<file path="config.mk">
export PLATFORM = sky130hd
export DESIGN_NAME = muldiv_unit_flat
export DESIGN_NICKNAME = d
export VERILOG_FILES = /design/src/rtl/muldiv_if.sv /design/src/rtl/muldiv_unit.sv /design/src/flat_wrapper.sv
export SDC_FILE = /design/constraint.sdc
export NUM_CORES = 1
export LEC_CHECK = 0
export CELL_PAD_IN_SITES_DETAIL_PLACEMENT = 0
export CELL_PAD_IN_SITES_GLOBAL_PLACEMENT = 1
export CORE_MARGIN = 2
export CORE_UTILIZATION = 44
export DETAILED_ROUTE_END_ITERATION = 10
export PLACE_DENSITY = 0.93
export SYNTH_ARGS = -nofsm -noshare
export SYNTH_HDL_FRONTEND = slang
export SYNTH_SLANG_ARGS = --single-unit
export TNS_END_PERCENT = 100
</file>
<file path="constraint.sdc">
create_clock -name clk -period 5 [get_ports clk]
set_clock_uncertainty 0.15 [all_clocks]
set_input_delay 0.5 -clock clk [delete_from_list [all_inputs] [get_ports clk]]
set_output_delay 0.5 -clock clk [all_outputs]
set_load 0.05 [all_outputs]
</file>
<file path="src/rtl/muldiv_if.sv">
// Issue/read/result bundle between the EX stage and the iterative multiply/divide unit.
// The pipeline side is the master; the unit owning HI/LO is the slave.
interface muldiv_if #(
  parameter int WIDTH = 32
);
  logic             start;
  logic             is_div;
  logic             is_signed;
  logic [WIDTH-1:0] srca;
  logic [WIDTH-1:0] srcb;
  logic             rd_hi;
  logic             rd_lo;
  logic             stall;
  logic             busy;
  logic             done;
  logic [WIDTH-1:0] hi;
  logic [WIDTH-1:0] lo;

  modport master (
    output start, is_div, is_signed, srca, srcb, rd_hi, rd_lo,
    input  stall, busy, done, hi, lo
  );

  modport slave (
    input  start, is_div, is_signed, srca, srcb, rd_hi, rd_lo,
    output stall, busy, done, hi, lo
  );
endinterface

</file>
<file path="src/rtl/muldiv_unit.sv">
// Iterative shift-add multiplier / restoring divider owning the MIPS HI/LO pair.
// Operands are processed as magnitudes; signs are reapplied in a single FIX cycle.
module muldiv_unit #(
  parameter int WIDTH = 32
) (
  input logic     clk,
  input logic     reset,
  muldiv_if.slave bus
);
  localparam int CW = (WIDTH > 1) ? $clog2(WIDTH) : 1;
  localparam logic [CW-1:0] LAST = CW'(WIDTH - 1);

  typedef enum logic [1:0] {
    IDLE,
    RUN,
    FIX
  } state_t;

  state_t state, state_next;

  logic [CW-1:0]      counter;
  logic [WIDTH-1:0]   opa, opb;
  logic [WIDTH-1:0]   acc_hi, acc_lo;
  logic [WIDTH-1:0]   hi_q, lo_q;
  logic               op_div, neg_q, neg_r, done_q;

  logic               sign_a, sign_b;
  logic [WIDTH-1:0]   abs_a, abs_b;
  logic [WIDTH:0]     mul_sum;
  logic [WIDTH+1:0]   div_diff;
  logic [2*WIDTH-1:0] product, mul_res;
  logic [WIDTH-1:0]   div_q, div_r, res_hi, res_lo;

  // Operand magnitudes at issue, and the per-iteration adder/subtractor.
  always_comb begin
    sign_a   = bus.is_signed & bus.srca[WIDTH-1];
    sign_b   = bus.is_signed & bus.srcb[WIDTH-1];
    abs_a    = sign_a ? -bus.srca : bus.srca;
    abs_b    = sign_b ? -bus.srcb : bus.srcb;
    mul_sum  = {1'b0, acc_hi} + (acc_lo[0] ? {1'b0, opa} : {(WIDTH+1){1'b0}});
    div_diff = {1'b0, acc_hi, acc_lo[WIDTH-1]} - {2'b00, opb};
  end

  // Sign fix-up; a zero divisor forces an all-ones quotient while the
  // remainder path naturally reproduces the dividend as issued.
  always_comb begin
    product = {acc_hi, acc_lo};
    mul_res = neg_q ? -product : product;
    div_q   = neg_q ? -acc_lo : acc_lo;
    div_r   = neg_r ? -acc_hi : acc_hi;
    res_hi  = op_div ? div_r : mul_res[2*WIDTH-1:WIDTH];
    res_lo  = op_div ? ((opb == '0) ? '1 : div_q) : mul_res[WIDTH-1:0];
  end

  always_ff @(posedge clk) begin
    if (reset) state <= IDLE;
    else       state <= state_next;
  end

  always_comb begin
    state_next = state;
    case (state)
      IDLE:    if (bus.start) state_next = RUN;
      RUN:     if (counter == LAST) state_next = FIX;
      FIX:     state_next = IDLE;
      default: state_next = IDLE;
    endcase
  end

  // Multiply shifts right through {acc_hi,acc_lo}; divide shifts the dividend
  // out of acc_lo MSB-first while quotient bits enter at its LSB.
  always_ff @(posedge clk) begin
    if (reset) begin
      counter <= '0;
      opa     <= '0;
      opb     <= '0;
      acc_hi  <= '0;
      acc_lo  <= '0;
      hi_q    <= '0;
      lo_q    <= '0;
      op_div  <= 1'b0;
      neg_q   <= 1'b0;
      neg_r   <= 1'b0;
      done_q  <= 1'b0;
    end else begin
      done_q <= 1'b0;
      case (state)
        IDLE: begin
          if (bus.start) begin
            counter <= '0;
            opa     <= abs_a;
            opb     <= abs_b;
            op_div  <= bus.is_div;
            neg_q   <= sign_a ^ sign_b;
            neg_r   <= sign_a;
            acc_hi  <= '0;
            acc_lo  <= bus.is_div ? abs_a : abs_b;
          end
        end
        RUN: begin
          counter <= counter + 1'b1;
          if (op_div) begin
            if (!div_diff[WIDTH+1]) begin
              acc_hi <= div_diff[WIDTH-1:0];
              acc_lo <= {acc_lo[WIDTH-2:0], 1'b1};
            end else begin
              acc_hi <= {acc_hi[WIDTH-2:0], acc_lo[WIDTH-1]};
              acc_lo <= {acc_lo[WIDTH-2:0], 1'b0};
            end
          end else begin
            acc_hi <= mul_sum[WIDTH:1];
            acc_lo <= {mul_sum[0], acc_lo[WIDTH-1:1]};
          end
        end
        FIX: begin
          hi_q   <= res_hi;
          lo_q   <= res_lo;
          done_q <= 1'b1;
        end
        default: ;
      endcase
    end
  end

  assign bus.busy  = (state != IDLE);
  assign bus.stall = bus.busy & (bus.start | bus.rd_hi | bus.rd_lo);
  assign bus.done  = done_q;
  assign bus.hi    = hi_q;
  assign bus.lo    = lo_q;
endmodule
</file>
<file path="src/flat_wrapper.sv">
// flat-port wrapper written by rule: the top's interface ports become plain ports
module muldiv_unit_flat 
#(
  parameter int WIDTH = 32
)
  (clk, reset, bus_start, bus_is_div, bus_is_signed, bus_srca, bus_srcb, bus_rd_hi, bus_rd_lo, bus_stall, bus_busy, bus_done, bus_hi, bus_lo);
  muldiv_if #(.WIDTH(WIDTH)) bus_i ();
  input logic clk;
  input logic reset;
  input wire logic [$bits(bus_i.start)-1:0] bus_start;
  input wire logic [$bits(bus_i.is_div)-1:0] bus_is_div;
  input wire logic [$bits(bus_i.is_signed)-1:0] bus_is_signed;
  input wire logic [$bits(bus_i.srca)-1:0] bus_srca;
  input wire logic [$bits(bus_i.srcb)-1:0] bus_srcb;
  input wire logic [$bits(bus_i.rd_hi)-1:0] bus_rd_hi;
  input wire logic [$bits(bus_i.rd_lo)-1:0] bus_rd_lo;
  output wire logic [$bits(bus_i.stall)-1:0] bus_stall;
  output wire logic [$bits(bus_i.busy)-1:0] bus_busy;
  output wire logic [$bits(bus_i.done)-1:0] bus_done;
  output wire logic [$bits(bus_i.hi)-1:0] bus_hi;
  output wire logic [$bits(bus_i.lo)-1:0] bus_lo;
  assign bus_i.start = bus_start;
  assign bus_i.is_div = bus_is_div;
  assign bus_i.is_signed = bus_is_signed;
  assign bus_i.srca = bus_srca;
  assign bus_i.srcb = bus_srcb;
  assign bus_i.rd_hi = bus_rd_hi;
  assign bus_i.rd_lo = bus_rd_lo;
  assign bus_stall = bus_i.stall;
  assign bus_busy = bus_i.busy;
  assign bus_done = bus_i.done;
  assign bus_hi = bus_i.hi;
  assign bus_lo = bus_i.lo;
  muldiv_unit #(.WIDTH(WIDTH)) u_core (.clk(clk), .reset(reset), .bus(bus_i));
endmodule
</file>
==> impl_metrics.py <==
metrics = {
    "synth": {
        "synth_edf_count": 0,
        "synth-seq-cells": 203,
        "synth_cell_types": 72,
        "ys_seq_area_share_pct": 27.2,
        "syn-num-nets": 2099,
        "yosys_warnings": 0,
        "synth_flop_cell": "dfxtp_1",
        "synthCells": 1956,
        "netlist_area_mm2": 0.0149,
        "async_flop_share_pct": 0,
        "avgSynthCellArea_um2": 7.63,
    },
    "critical_path": {
        "required_ns": 5.21,
        "start_kind": "flop",
        "path_delay_family": "compound AO/OA/AOI/OAI gates",
        "critPathMaxFanout": 26,
        "cp_slowest_stage_delay_ns": 0.96,
        "path_common_cell": "a211oi_1",
        "worst_ep_arrival_time_ns": 4.54,
        "path_class": "flop to flop",
        "cp_slowest_cell": "dfxtp_1",
        "startpoint": "u_core.acc_lo[0]$_SDFFE_PP0P_",
        "crit_chain": "nand2_1, inv_1, ha_1, a211oi_1, o21bai_1, a211oi_1, o21ai_0, a21boi_0, a31oi_1, xor2_1, a221oi_1, a311oi_1",
        "end_kind": "flop",
        "rr_startpoint": "u_core.acc_lo[0]$_SDFFE_PP0P_",
        "worst-path-buf-inv": 1,
    },
    "cells_and_area": {
        "final_area_mm2": 0.0175,
        "n_antenna_cell": 0,
        "finalNonFillerCells": 2478,
        "area.growth.synth_to_final_pct": 17.2,
        "drive_gt1_share_pct": 5.27,
        "nets": 2156,
    },
    "floorplanning": {
        "die_area_mm2": 0.0354,
        "io_pins": 138,
        "die_h_um": 188,
        "std_cell_rows": 67,
        "die_x_um": 188,
        "start_util_pct": 44.6,
        "core_mm2": 0.0334,
    },
    "placed_design": {
        "place_ws_ns": 0.769,
        "post-place-cells": 2435,
        "io_buffers": 137,
        "placed_area_mm2": 0.0166,
        "hpwl_um": 39700,
        "gp_congestion": 0.961,
    },
    "sta": {
        "setup_viol": 0,
        "drv_slew": 0,
        "rsz0062_at_grt": "no",
        "tightest_slew_ns": 1.14,
        "layout_setup_ws_ns": 0.669,
        "fin_crit_ns": 4.33,
        "slew_headroom_pct": 23.8,
        "hold_viol": 0,
        "final.period_utilization_pct": 86.6,
        "finalSetupTns_ns": 0,
        "max_freq_ghz": 0.231,
    },
    "global_routing": {
        "grt_first_pass_wirelength_um": 80900,
        "track_usage_pct": 28.6,
        "antenna_found_initial": 1,
        "grt_start_max_net_pins": 100,
        "grt_pass1_vias": 14200,
        "grt.overflow.total": 0,
    },
    "cts": {
        "cts.sinks": 203,
        "cts_resized": 0,
        "cts_setup_buffers": 0,
        "htreeDepth": 1,
        "cts_buffers": 24,
        "cts_tree": "done",
        "clock_path_buffers": 3,
        "insertion_delay_ns": 0.54,
        "postCtsHoldBufs": 0,
        "clockRootBuffer": "clkbuf_16",
        "clk_pin_slew_ns": 0.06,
    },
    "flow_run": {
        "maxCapViolCount": 0,
    },
    "drt": {
        "firstDrtPassIters": 5,
        "drtIter0Drc": 1278,
        "drc": 0,
        "wire_per_inst_um": 21.0,
        "vias_per_cell": 6.06,
        "totalWireLength_um": 51900,
        "ant_nets": 0,
        "vias": 15000,
    },
    "power": {
        "total_power_mw": 4.96,
        "leakagePower_nw": 6.52,
        "power_density_mw_per_mm2": 284,
        "vdd_drop_max_mv": 0.221,
    },
    "hold_path": {
        "hold_class": "flop to flop",
        "hold_path.startpoint": "u_core.bus.hi[6]$_SDFFE_PP0P_",
    },
    "outcome": {
        "status": "finished clean",
    },
}
## tightest hold or removal path, stage by stage, from the launching register on
cell and delay, ns:
dfxtp_1 0.31, nand2_1 0.05, a21oi_1 0.05
## power by group
| group | leakage (nW) | total (mW) | switching [mW] | internal [mW] |
|---|---|---|---|---|
| registers | 1.66 | 1.82 | 0.118 | 1.70 |
| logic | 4.42 | 1.17 | 0.723 | 0.451 |
| clock network | 0.442 | 1.97 | 0.726 | 1.24 |
| total | 6.52 | 4.96 | 1.57 | 3.39 |
## synth_stat cells, drive strengths merged, types with 6 or more instances
master / number / area share, %
inv: 66 / 1.7
nor3b: 7 / 0.35
a311oi: 10 / 0.59
nor2b: 15 / 0.63
and2: 43 / 1.8
and3: 13 / 0.54
mux2i: 65 / 4.4
a21o: 19 / 0.96
or4: 14 / 0.75
nand4: 12 / 0.50
or3: 20 / 0.84
nor2: 244 / 6.1
nor4: 21 / 0.92
o21ai: 105 / 3.6
clkbuf: 117 / 2.9
o41ai: 12 / 0.70
a221oi: 27 / 1.6
a22oi: 24 / 1.2
dfxtp: 203 / 27
a21oi: 154 / 5.2
xor2: 73 / 4.3
o31ai: 21 / 1.1
or2: 9 / 0.38
xnor2: 91 / 5.3
a211oi: 143 / 7.2
ha: 70 / 5.9
o21bai: 7 / 0.35
a31oi: 16 / 0.67
nor3: 48 / 1.7
nand3: 28 / 0.94
a21boi: 6 / 0.30
nand2: 137 / 3.4
buf: 21 / 0.69
o21a: 10 / 0.50
nand2b: 22 / 0.92
## kinds of logic (layout without fill, tap and decap cells)
kind of cell	count (synthesis)	in the layout	share of synthesized area, %
xor+xnor	164	164	9.62
fa+ha+maj	72	72	6.14
flops	203	203	27.2
simple gates	650	650	20.8
buf+inv	204	278	5.29
compound gates	593	593	26.1
mux	70	70	4.74
## registers in the layout (all words and copies together), names as in the netlist
signal           cells
u_core.acc_hi       32
u_core.acc_lo       32
u_core.bus.hi       32
u_core.bus.lo       32
u_core.opa          32
u_core.opb          32
u_core.counter       5
u_core.state         2
u_core.bus.done      1
u_core.neg_q         1
u_core.neg_r         1
u_core.op_div        1
## worst paths after layout
path | slack (ns) | to | cells after the start
setup / recovery | 0.67 | u_core.acc_hi[18]$_SDFFE_PP0P_ | 12
hold / removal | 0.30 | u_core.bus.hi[6]$_SDFFE_PP0P_ | 2
setup reg to reg | 0.67 | u_core.acc_hi[18]$_SDFFE_PP0P_ | 12
hold reg to reg | 0.30 | u_core.bus.hi[6]$_SDFFE_PP0P_ | 2
## cells in the final DEF, fill, tap and decap left out, drive strengths merged, types with 34 or more instances in the layout
cell,Yosys,layout
o21ai,105,105
dfxtp,203,203
clkdlybuf4s50,0,135
nor3,48,48
xor2,73,73
nand2,137,137
mux2i,65,65
a21oi,154,154
inv,66,67
nor2,244,244
ha,70,70
a211oi,143,143
xnor2,91,91
buf,21,34
and2,43,43
## metrics by stage
stage                     utilization, %  hold slack [ns]
after floorplan                        -            0.282
after global placement              49.6            0.293
after detailed placement            49.6            0.297
after CTS                           52.3            0.304
after global routing                52.3            0.312
final                               52.3            0.301
## routing by layer
metal | vias up | global-route usage [%] | share of wire (%)
met5 | - | 0 | 0
met1 | 7125 | 38.3 | 43
met4 | 0 | 11.3 | 4.2
met3 | 96 | 3.09 | 6.7
met2 | 577 | 47.3 | 46
li1 | 7211 | - | -
## area by class of cell
cell class	count	area, µm²
fill	3204	16000
multi-input combinational	1549	10100
sequential	203	4070
timing repair buffer	169	1610
clock buffer	33	704
tap	448	561
inverter	66	248
clock inverter	10	190
(Power assumes the default switching activity.)
